$ cat config.mk
export PLATFORM = sky130hd
export DESIGN_NAME = resp_misr
export DESIGN_NICKNAME = d
export VERILOG_FILES = /design/src/rtl/resp_chk_pkg.sv /design/src/rtl/resp_misr.sv
export SDC_FILE = /design/constraint.sdc
export NUM_CORES = 1
export LEC_CHECK = 0
export ABC_AREA = 1
export BUFFER_PORTS_ARGS = -buffer_cell sky130_fd_sc_hd__buf_2
export CAP_MARGIN = 20
export CELL_PAD_IN_SITES_DETAIL_PLACEMENT = 0
export CELL_PAD_IN_SITES_GLOBAL_PLACEMENT = 1
export CORE_ASPECT_RATIO = 0.6
export CORE_MARGIN = 2
export CORE_UTILIZATION = 29
export CTS_CLUSTER_SIZE = 16
export DETAILED_ROUTE_END_ITERATION = 7
export PLACE_DENSITY = 0.85
export SYNTH_ARGS = -nofsm -noshare
export SYNTH_HDL_FRONTEND = slang
export SYNTH_SLANG_ARGS = --single-unit
export TNS_END_PERCENT = 100
$ cat constraint.sdc
create_clock -name clk -period 1.8 [get_ports clk]
set_clock_uncertainty 0.05 [all_clocks]
set_input_delay 0.36 -clock clk [delete_from_list [all_inputs] [get_ports clk]]
set_output_delay 0.36 -clock clk [all_outputs]
set_load 0.02 [all_outputs]
$ cat src/rtl/resp_chk_pkg.sv
// Shared types, constants and MISR helpers for the response signature checker.
// The fold works on any bus up to FOLD_MAX_W bits; callers zero-extend their bus.
package resp_chk_pkg;

  typedef enum logic [1:0] {
    ST_IDLE = 2'd0,
    ST_RUN  = 2'd1,
    ST_DONE = 2'd2
  } state_e;

  localparam logic [31:0] MISR_POLY    = 32'h04C1_1DB7;
  localparam logic [31:0] DEFAULT_SEED = 32'hFFFF_FFFF;
  localparam int          FOLD_MAX_W   = 1024;

  // Zero slices contribute nothing, so folding the zero-extended bus equals
  // folding ceil(WIDTH/32) slices with the top slice zero-extended.
  function automatic logic [31:0] misr_fold(input logic [FOLD_MAX_W-1:0] y);
    logic [31:0] f;
    f = 32'h0000_0000;
    for (int i = 0; i < FOLD_MAX_W / 32; i++) begin
      f = f ^ y[i*32 +: 32];
    end
    return f;
  endfunction

  function automatic logic [31:0] misr_step(input logic [31:0] sig,
                                            input logic [31:0] folded);
    return {sig[30:0], 1'b0} ^ (sig[31] ? MISR_POLY : 32'h0000_0000) ^ folded;
  endfunction

endpackage

$ cat src/rtl/resp_misr.sv
// 32-bit MISR compressing one WIDTH-bit bus per enabled clock.
// load reseeds the register; load has priority over en.
module resp_misr
  import resp_chk_pkg::*;
#(
  parameter int          WIDTH = 246,
  parameter logic [31:0] SEED  = DEFAULT_SEED
) (
  input  logic             clk,
  input  logic             rst_n,
  input  logic             load,
  input  logic             en,
  input  logic [WIDTH-1:0] data,
  output logic [31:0]      sig
);

  logic [31:0] sig_r;
  logic [31:0] fold_s;

  assign fold_s = misr_fold(FOLD_MAX_W'(data));

  // Signature register: seed on reset/load, shift-and-fold on each enabled sample.
  always_ff @(posedge clk or negedge rst_n) begin
    if (!rst_n) begin
      sig_r <= SEED;
    end else if (load) begin
      sig_r <= SEED;
    end else if (en) begin
      sig_r <= misr_step(sig_r, fold_s);
    end else begin
      sig_r <= sig_r;
    end
  end

  assign sig = sig_r;

endmodule

-- After elaboration in Yosys (flattened, before gate mapping)
Index checks and enable logic that the tools add are counted.
- muxes and demuxes: 3
- bitwise gates (word level): 9
- reduce and logical (&&, ||, !) cells: 1
- operator list (operator ; count):
    32-bit XOR ; 8
    32-bit 2-to-1 mux ; 2
    32-bit by 22-bit XOR with 32-bit output ; 1
    27-bit 2-to-1 mux ; 1
    2-bit nonzero test ; 1
- flip-flop bits (word level): 32
- bits of input ports: 250
- output and inout bits: 32
- logic and storage cells: 14

-- Longest topological paths before layout
Gate-level depths: netlist of run 1.
- depth in word-level cells: 10
- mapped depth: 11
- gate-level depth less buffers: 11

-- Worst setup path after synthesis of run 1
No wires, ideal clock.
- path type: register -> register
- start: register sig_r[31] (netlist: sig[31])
- end: register sig_r[10] (netlist: sig[10])
- library setup time: 72 ps
- arrival: 1369 ps
- data required time: 1678 ps
- path slack: 308 ps
- stages on the path, launching flop included: 11
- path buffers: 2
- period minus slack after synthesis: 1492 ps
- cells stage by stage: dfstp_2 -> buf_6 -> buf_12 -> xnor2_1 -> inv_1 -> nand2_1 -> nand2_1 -> nand2_1 -> nand3_1 -> nand2_1 -> inv_1
- word-level cells in the longest chain between the ends: 5
- ends and longest elaborated chain (item ; line ; text):
    start: declaration ; resp_misr.sv:17 ; logic [31:0] sig_r;
    start signal: assignment ; resp_misr.sv:29 ; sig_r <= misr_step(sig_r, fold_s);
    start signal: assignment ; resp_misr.sv:31 ; sig_r <= sig_r;
    27-bit 2-to-1 mux ; resp_chk_pkg.sv:28 ; return {sig[30:0], 1'b0} ^ (sig[31] ? MISR_POLY : 32'h0000_0000) ^ folded;
    32-bit XOR (2 in series) ; resp_chk_pkg.sv:28 ;
    32-bit 2-to-1 mux ; resp_misr.sv:28 ; end else if (en) begin
    32-bit 2-to-1 mux ; resp_misr.sv:26 ; end else if (load) begin
Every way passes these cells. The select of a mux whose other input is x is not followed.
A chain may end at the register's enable or synchronous reset.

-- Worst setup path in the final report of run 1
- start: register sig_r[31] (netlist: sig[31])
- end: output port sig[31]
- RTL lines (item ; line ; text):
    end: declaration ; resp_misr.sv:14 ; output logic [31:0] sig
No word-level cell between the ends.

==> impl_metrics.csv, run 1 <==
group,metric,value,unit
floorplanning,start_util,29.60,%
worst_setup_path,r2r-start,"sig[31]",
cts,cts_resized,0,
sta,rsz0062_at_grt,"no",
drt,viasPerCell,4.223,
synthesis,synth.most_common_cell,"nand2_1",
worst_setup_path,start_kind,"register",
cts,numCtsBuffers,5,
layout,fin_area,0.007829,mm^2
power_and_ir_drop,powerDensity,502.3,mW/mm^2
global_routing,grt_max_degree,32,
worst_setup_path,r2r_cells,9,
power_and_ir_drop,power,3.932,mW
floorplanning,die_y,114.7,um
worst_setup_path,slowest_stage,"dfstp_2",
synthesis,syn_inst,1133,
floorplanning,core,0.02002,mm^2
cts,clockRootBuffer,"clkbuf_16",
sta,timing_hold_violations_final,0,
worst_setup_path,max_stage_delay,0.54,ns
worst_setup_path,path_class,"reg -> out",
cts,cts_max_level,2,
hold_path,min_path_type,"in -> async",
layout,fin_nets,1669,
cts,cts_tree,"built",
synthesis,synth_largest_area_cell,"nand2_1",
power_and_ir_drop,p_comb_share,53.7,%
drt,ant_nets,0,
drt,dr.pass1.iters,4,
floorplanning,die_w,188.5,um
power_and_ir_drop,sw_frac_of_total,41.91,%
worst_setup_path,endpoint_kind,"output pin",
floorplanning,ios,282,
sta,fin_crit_sh,89.06,%
drt,drtIter0Drc,271,
layout,syn_to_final_growth,32.12,%
worst_setup_path,cp_data_required_time,1.39,ns
power_and_ir_drop,irDropWorstVdd,0.2525,mV
sta,drv_slew,0,
drt,vias,7153,
floorplanning,std_cell_rows,40,
power_and_ir_drop,power.leakage,4.942,nW
layout,layout-drive-gt1-share,24.67,%
sta,min_period,1.603,ns
synthesis,netlist.area_leader.share,31.55,%
placed_design,dp_hpwl,15600,um
global_routing,grt_first_pass_wirelength,29120,um
floorplanning,die_area,0.02163,mm^2
sta,max_freq,0.6238,GHz
global_routing,grt_antenna_before_repair,2,
synthesis,ys_seq_elements,32,
synthesis,ys_seq_area_share,14.19,%
worst_setup_path,ff2ff_setup_slack,0.33,ns
worst_setup_path,path_max_fanout,7,
drt,drc,0,
sta,slew_headroom,68.22,%
synthesis,synthTopCellsByArea,"nand2_1, nand3_1, dfstp_2, inv_1, xnor2_1",
worst_setup_path,cp_top_family,"flip-flops",
sta,setup_violations,0,
cts,cts_setup_buffers,0,
worst_setup_path,worstReg2RegEnd,"sig[12]",
status,status,"finished, final reports clean",
drt,finalWirelength,17850,um
placed_design,post_dp_cell_area,0.007690,mm^2
placed_design,port_buffers,281,
synthesis,ys_warn_count,0,
cts,clock-sinks,32,
worst_setup_path,path_cells,"buf_4 > buf_2",
power_and_ir_drop,seqPwrFrac,25.3,%
global_routing,track_usage,16.29,%
global_routing,grt_overflow_total,0,
placed_design,place_congestion,0.7969,
power_and_ir_drop,clockPowerShare,21.0,%
synthesis,async_flop_share,100.0,%
drt,post_drt_wl_per_cell,10.54,um
power_and_ir_drop,p_sw,1.648,mW
worst_setup_path,critPathArrivalTime,1.19,ns
cts,clk-insertion-delay-late,0.28,ns
sta,tightest_slew,0.4760,ns
power_and_ir_drop,intPower,2.284,mW
synthesis,yosys-top-cells-count,"nand2_1, inv_1, nand3_1",
synthesis,synth_nets,1383,
synthesis,syn-cell-area,0.005926,mm^2
global_routing,grt_pass1_vias,6449,
cts,holdBufCountCts,0,
sta,final.setup.tns,0,ns
cts,path_clk_slew,0.06,ns
synthesis,synth_edf_count,0,
synthesis,avgSynthCellArea,5.230,um^2
cts,clockBufferDepth,2,
synthesis,synth-main-ff-cell,"dfstp_2",
layout,largest_reg_flops,32,
synthesis,synth_cell_types,21,
job,cap_viol_max_count,0,
worst_setup_path,critical_path_buf_inv_count,2,
==> metal layers <==
layer  vias up  track usage [%]  share of wire [%]
met4         0            2.552               0.84
met5         -                0                  0
met3        10            3.003                5.9
met1      2972            22.99                 52
met2       179            26.37                 41
li1       3992                -                  -
==> power by group through the flow <==
stage               Clock (mW)  Combinational, mW  Sequential, mW
global placement             0               2.08            1.01
global route             0.894               2.43            1.02
finish                   0.826               2.11           0.997
detailed placement           0               2.12            1.01
floorplan                    0               1.28            1.09
CTS                      0.869               2.13            1.00
==> worst max-delay path by stage <==
stage                       start       to  slack [ns]  depth (start not counted)
after global placement    sig[31]   sig[8]        0.36                          9
final                     sig[31]  sig[31]        0.20                          2
after CTS                 sig[31]  sig[31]        0.18                          2
after detailed placement  sig[31]   sig[7]        0.33                          9
after global routing      sig[31]  sig[31]        0.16                          2
after floorplan           sig[31]  sig[10]        0.31                         10
==> final cells by class <==
class,instances,area [um^2]
timing repair buffer,286,1469
fill,2240,12190
tap,273,341.6
multi-input combinational,877,4224
sequential,32,840.8
antenna,2,5.005
inverter,217,814.5
clock inverter,1,5.005
clock buffer,6,128.9
==> stage by stage <==
stage               std cells  setup WS [ns]  hold slack (ns)  utilization [%]
detailed placement       1685         0.3339           0.4731            38.41
CTS                      1692         0.1798           0.2804            39.08
finish                   1694         0.1970           0.2827            39.11
floorplan                1133         0.3083           0.1622                -
global route             1692         0.1588           0.2917            39.08
global placement         1685         0.3614           0.4667            38.41
==> worst reg2reg max path, delay by kind of cell, from the launching register on <==
kind          cells  cell delay (ns)
flops             1             0.54
buf+inv           3             0.32
simple gates      5             0.31
xor+xnor          1             0.18
==> cells in the final DEF, fill, tap and decap left out <==
master and instances:
o21ai_0 5, buf_4 3, clkinv_2 1, dfstp_2 32
nand3_1 180, o21ai_1 6, or2_2 20, inv_2 1
a21oi_1 15, clkbuf_16 5, nor2_4 2, inv_1 216
xnor2_2 3, nand3b_1 11, or2_1 3, nor2_1 29
diode_2 2, buf_2 281, nand2_1 498, xor2_1 45
nand2b_1 1, xnor2_1 59, buf_12 2, clkbuf_1 1
==> logic make-up (layout without fill, tap and decap cells) <==
logic type | count (synthesis) | count (layout) | share of synthesized area, %
XOR/XNOR | 107 | 107 | 16.20
AND/OR/NAND/NOR | 744 | 744 | 52.77
AO/OA/AOI/OAI | 26 | 26 | 2.196
buffers and inverters | 224 | 510 | 14.65
other | 0 | 2 | 0
flip-flops | 32 | 32 | 14.19
No activity file was read; power rests on OpenSTA's default activity.
==> run 2: changes to the inputs <==
--- a/config.mk
+++ b/config.mk
@@ -7,7 +7,6 @@
 export LEC_CHECK = 0
 export ABC_AREA = 1
 export BUFFER_PORTS_ARGS = -buffer_cell sky130_fd_sc_hd__buf_2
-export CAP_MARGIN = 20
 export CELL_PAD_IN_SITES_DETAIL_PLACEMENT = 0
 export CELL_PAD_IN_SITES_GLOBAL_PLACEMENT = 1
 export CORE_ASPECT_RATIO = 0.6
@@ -15,7 +14,7 @@
 export CORE_UTILIZATION = 29
 export CTS_CLUSTER_SIZE = 16
 export DETAILED_ROUTE_END_ITERATION = 7
-export PLACE_DENSITY = 0.85
+export PLACE_DENSITY_LB_ADDON = 0.1
 export SYNTH_ARGS = -nofsm -noshare
 export SYNTH_HDL_FRONTEND = slang
 export SYNTH_SLANG_ARGS = --single-unit
==> run 2 against run 1 <==
- worst setup slack worse by 0.076 ns
- fmax shrank 4.5%
- hold slack got worse by 0.13 ns
- first-iteration DRC count shrank 21%
- critical path depth is the same
- sequential share of layout area barely moved
- critical path type unchanged
- largest power group unchanged
==> impl_metrics.csv, run 2 (synthesis results as in run 1) <==
group,metric,value,unit
global_routing,track_usage,16.20,%
layout,syn_to_final_growth,32.16,%
worst_setup_path,slowest_stage,"dfstp_2",
layout,layout-drive-gt1-share,24.67,%
placed_design,post_dp_cell_area,0.007690,mm^2
layout,final_common_cell,"nand2_1",
drt,dr.pass1.iters,4,
job,cap_viol_max_count,0,
placed_design,pre_cts_slack,0.2488,ns
worst_setup_path,critical_path_buf_inv_count,2,
layout,fillers,2262,
sta,slew_headroom,66.80,%
layout,multi_input_area,0.004224,mm^2
drt,post_drt_wl_per_cell,10.59,um
floorplanning,core,0.02002,mm^2
sta,rsz0062_at_grt,"no",
sta,setup_slack,0.1210,ns
floorplanning,die_area,0.02163,mm^2
drt,vias,7062,
worst_setup_path,path_max_fanout,10,
drt,viasPerCell,4.166,
sta,final.setup.tns,0,ns
floorplanning,std_cell_rows,40,
global_routing,grt_pass1_vias,6228,
worst_setup_path,cp_data_required_time,1.39,ns
layout,fin_nets,1669,
worst_setup_path,cp_top_family,"flip-flops",
worst_setup_path,start_kind,"register",
cts,holdBufCountCts,0,
floorplanning,start_util,29.60,%
cts,cts_max_level,2,
power_and_ir_drop,powerDensity,500.9,mW/mm^2
drt,finalWirelength,17950,um
worst_setup_path,path_class,"reg -> out",
status,status,"finished, final reports clean",
layout,utilization,39.12,%
floorplanning,die_w,188.5,um
cts,clockRootBuffer,"clkbuf_16",
cts,cts_resized,0,
worst_setup_path,path_cells,"buf_4 > buf_2",
floorplanning,ios,282,
sta,drv_slew,0,
placed_design,place_congestion,0.7825,
worst_setup_path,max_stage_delay,0.52,ns
sta,timing_hold_violations_final,0,
drt,drc,0,
global_routing,grt_first_pass_wirelength,28680,um
sta,max_freq,0.5956,GHz
cts,cts_setup_buffers,0,
cts,clockBufferDepth,2,
worst_setup_path,critPathArrivalTime,1.27,ns
power_and_ir_drop,irDropWorstVdd,0.3386,mV
drt,drtIter0Drc,213,
layout,regArea,840.8,um^2
hold_path,min_path_type,"in -> async",
global_routing,grt_overflow_total,0,
sta,setup_violations,0,
drt,ant_nets,0,
global_routing,grt_antenna_before_repair,5,
cts,cts_tree,"built",
cts,clock-sinks,32,
worst_setup_path,endpoint_kind,"output pin",
placed_design,port_buffers,281,
cts,numCtsBuffers,5,
cts,path_clk_slew,0.06,ns
layout,fin_area,0.007831,mm^2
placed_design,dp_hpwl,15710,um
layout,final_cell_mix,"nand2_1, buf_2, inv_1",
floorplanning,die_y,114.7,um
cts,clk-insertion-delay-late,0.28,ns
sta,fin_crit_sh,93.28,%
layout,largest_reg_flops,32,
power_and_ir_drop,power.leakage,4.942,nW
sta,min_period,1.679,ns
global_routing,grt_max_degree,27,
sta,tightest_slew,0.4972,ns
[run 2: cell types whose count changed in the layout (fill, tap and decap cells not counted)]
cell	before	now
diode_2	2	3
[run 2: worst register-to-register path, cell delays in order (launching register included)]
cell and delay (ns):
dfstp_2 0.52, buf_4 0.24, xnor2_1 0.19, inv_1 0.06, nand2_1 0.08, nand2_1 0.05, nand2_1 0.05, nand3_1 0.09
nand2_1 0.06, inv_1 0.03
[run 2: per-layer routing]
| layer | vias up | GRT usage (%) | share of wire (%) |
|---|---|---|---|
| met1 | 2890 | 22.69 | 52 |
| met2 | 172 | 25.54 | 40 |
| met4 | 4 | 2.031 | 0.74 |
| met3 | 12 | 4.444 | 7.4 |
| met5 | - | 0 | 0.078 |
| li1 | 3984 | - | - |
[run 2: stage by stage]
step                instances  power, mW  hold slack (ns)
CTS                      1692      3.986           0.1664
detailed placement       1685      3.125           0.4663
global placement         1685      3.109           0.4674
floorplan                1133      2.373           0.1622
global route             1693      4.323           0.1838
finish                   1695      3.923           0.1507
[run 2: path summary, 6_finish.rpt]
kind / from / end / slack, ns / cells after the start
max in group asynchronous: rst_n / sig[29] / 1.29 / 2
min reg2reg: sig[23] / sig[23] / 0.47 / 2
max reg2reg: sig[31] / sig[11] / 0.32 / 9
min: rst_n / sig[7] / 0.15 / 1
min in group clk: en / sig[17] / 0.27 / 3
max: sig[31] / sig[31] / 0.12 / 2
[run 2: cell type report]
cell class | instances | area share [%]
antenna | 3 | 0.09586
clock buffer | 6 | 1.646
clock inverter | 1 | 0.06391
inverter | 217 | 10.40
multi-input combinational | 877 | 53.94
sequential | 32 | 10.74
tap | 273 | 4.362
timing repair buffer | 286 | 18.76
[run 2: power breakdown]
part	internal, mW	switching [mW]
logic	0.900	1.20
registers	0.881	0.111
clock network	0.503	0.324
==> run 3: changes to the inputs <==
--- a/config.mk
+++ b/config.mk
@@ -5,12 +5,11 @@
 export SDC_FILE = /design/constraint.sdc
 export NUM_CORES = 1
 export LEC_CHECK = 0
-export ABC_AREA = 1
+export ABC_AREA = 0
 export BUFFER_PORTS_ARGS = -buffer_cell sky130_fd_sc_hd__buf_2
 export CELL_PAD_IN_SITES_DETAIL_PLACEMENT = 0
 export CELL_PAD_IN_SITES_GLOBAL_PLACEMENT = 1
 export CORE_ASPECT_RATIO = 0.6
-export CORE_MARGIN = 2
 export CORE_UTILIZATION = 29
 export CTS_CLUSTER_SIZE = 16
 export DETAILED_ROUTE_END_ITERATION = 7
==> run 3 against run 2 <==
- fmax is 0.37% higher
- area after synthesis is 36% lower
- highest routed layer unchanged
- sequential share of layout area is 4.3 points higher
- wire length is 43% lower
- non-clock buffer count is 4 higher
- final area is 28% lower
==> impl_metrics.csv, run 3 <==
group,metric,value,unit
status,status,"finished, final reports clean",
sta,slew_headroom,72.94,%
hold_path,min_to,"sig[9]",
synthesis,ys_seq_area_share,22.15,%
synthesis,synth_largest_area_cell,"xnor2_1",
worst_setup_path,path_class,"reg -> out",
drt,viasPerCell,4.213,
synthesis,synth_cell_types,16,
floorplanning,core,0.01241,mm^2
synthesis,synth-main-ff-cell,"dfstp_2",
sta,setup_slack,0.1273,ns
cts,numCtsBuffers,5,
hold_path,hp-start,"data[41]",
layout,final_common_cell,"buf_2",
synthesis,synthTopCellsByArea,"xnor2_1, dfstp_2, xnor3_1, xor2_1, a211o_1",
synthesis,avgSynthCellArea,11.04,um^2
cts,cts_tree,"built",
drt,ant_nets,0,
synthesis,yosys-top-cells-count,"xnor2_1, dfstp_2, xor2_1",
cts,cts_max_level,2,
worst_setup_path,path_max_fanout,5,
synthesis,synth.most_common_cell,"xnor2_1",
global_routing,grt_overflow_total,0,
worst_setup_path,r2r_cells,5,
power_and_ir_drop,power.leakage,2.623,nW
sta,drv_slew,0,
hold_path,whs_path_depth,4,
sta,tightest_slew,0.4058,ns
cts,clock-sinks,32,
drt,post_drt_wl_per_cell,12.93,um
placed_design,port_buffers,281,
synthesis,ys_warn_count,0,
synthesis,syn_inst,344,
layout,layout-drive-gt1-share,52.39,%
worst_setup_path,ff2ff_setup_slack,0.13,ns
global_routing,grt_first_pass_wirelength,15420,um
global_routing,grt_pass1_vias,3269,
layout,final_cell_mix,"buf_2, xnor2_1, xor2_1, dfstp_2, xnor3_1",
drt,drtIter0Drc,36,
sta,timing_hold_violations_final,0,
sta,max_freq,0.5978,GHz
sta,setup_violations,0,
drt,vias,3341,
placed_design,dp_hpwl,8556,um
sta,fin_crit_sh,92.93,%
worst_setup_path,r2r-start,"sig[12]",
layout,utilization,45.14,%
cts,clockRootBuffer,"clkbuf_16",
power_and_ir_drop,power,4.485,mW
floorplanning,ios,282,
worst_setup_path,worstReg2RegEnd,"sig[13]",
cts,clk-insertion-delay-late,0.27,ns
sta,rsz0062_at_grt,"no",
synthesis,synth_nets,594,
power_and_ir_drop,irDropWorstVdd,0.3631,mV
worst_setup_path,slowest_stage,"dfstp_2",
synthesis,ys_seq_elements,32,
worst_setup_path,setup.worst_path.start,"sig[31]",
synthesis,syn-cell-area,0.003796,mm^2
floorplanning,die_y,90.63,um
sta,whs,0.4902,ns
drt,finalWirelength,10250,um
synthesis,async_flop_share,100.0,%
global_routing,track_usage,14.62,%
cts,clockBufferDepth,2,
worst_setup_path,critPathArrivalTime,1.26,ns
hold_path,min_path_type,"in -> reg",
drt,dr.pass1.iters,4,
placed_design,place_congestion,0.7185,
worst_setup_path,start_kind,"register",
layout,syn_to_final_growth,47.59,%
synthesis,netlist.area_leader.share,38.30,%
synthesis,synth_edf_count,0,
layout,fin_nets,878,
worst_setup_path,path_cells,"buf_4 > buf_2",
drt,drc,0,
global_routing,grt_antenna_before_repair,1,
global_routing,grt_max_degree,56,
worst_setup_path,endpoint_kind,"output pin",
worst_setup_path,max_stage_delay,0.63,ns
worst_setup_path,cp_data_required_time,1.39,ns
sta,min_period,1.673,ns
job,cap_viol_max_count,0,
cts,path_clk_slew,0.05,ns
cts,cts_resized,0,
placed_design,pre_cts_slack,-0.003672,ns
floorplanning,start_util,30.58,%
layout,n_antenna_cell,0,
floorplanning,std_cell_rows,31,
layout,largest_reg_flops,32,
floorplanning,die_w,149.7,um
power_and_ir_drop,powerDensity,800.5,mW/mm^2
floorplanning,die_area,0.01357,mm^2
[run 3: worst max-delay path by stage]
stage / slack, ns / endpoint / depth (start not counted)
6_report: 0.13 / sig[31] / 2
5_1_grt: 0.06 / sig[31] / 2
4_1_cts: 0.1 / sig[31] / 2
3_5_place_dp: -0.004 / sig[16] / 5
3_3_place_gp: 0.04 / sig[16] / 5
2_1_floorplan: 0.14 / sig[26] / 6
[run 3: layout make-up]
cell class,instances,area [um^2]
clock buffer,7,152.6
fill,1224,6809
multi-input combinational,299,2889
sequential,32,840.8
tap,165,206.4
timing repair buffer,290,1514
[run 3: metal layers]
| metal | up-vias | wire length [um] | GRT usage, % |
|---|---|---|---|
| met5 | - | 8 | 0 |
| met4 | 2 | 36 | 2.273 |
| met3 | 4 | 745 | 3.586 |
| met2 | 140 | 5044 | 25.73 |
| met1 | 1485 | 4416 | 18.20 |
| li1 | 1710 | - | - |
[run 3: critical path: cells and delay by family (launching register included)]
| kind | cells | cell delay (ns) |
|---|---|---|
| buffers and inverters | 2 | 0.36 |
| DFF | 1 | 0.63 |
[run 3: logic make-up (layout without fill, tap and decap cells)]
group                  Yosys count  after routing  synth area share, %
XOR/XNOR                       224            224                60.94
buffers and inverters           13            297                1.747
AND/OR/NAND/NOR                 43             43                7.449
flip-flops                      32             32                22.15
AO/OA/AOI/OAI                   32             32                7.713
[run 3: what timing repair did]
action	CTS	global route
endpoints found under the hold margin	1	0
hold buffers	1	0
setup buffers	0	0
[run 3: through the flow]
| stage | instances | cell area (um^2) | setup TNS, ns |
|---|---|---|---|
| floorplan | 344 | 3796 | 0 |
| global placement | 785 | 5440 | 0 |
| detailed placement | 785 | 5440 | -0.003672 |
| CTS | 793 | 5603 | 0 |
| global route | 793 | 5603 | 0 |
| finish | 793 | 5603 | 0 |
[run 3: where the power goes]
part | leakage [nW] | switching, mW | total [mW] | internal (mW)
clock | 0.0760 | 0.304 | 0.884 | 0.580
sequential | 0.337 | 0.140 | 1.11 | 0.974
combinational | 2.21 | 1.05 | 2.49 | 1.44
total | 2.62 | 1.49 | 4.48 | 2.99
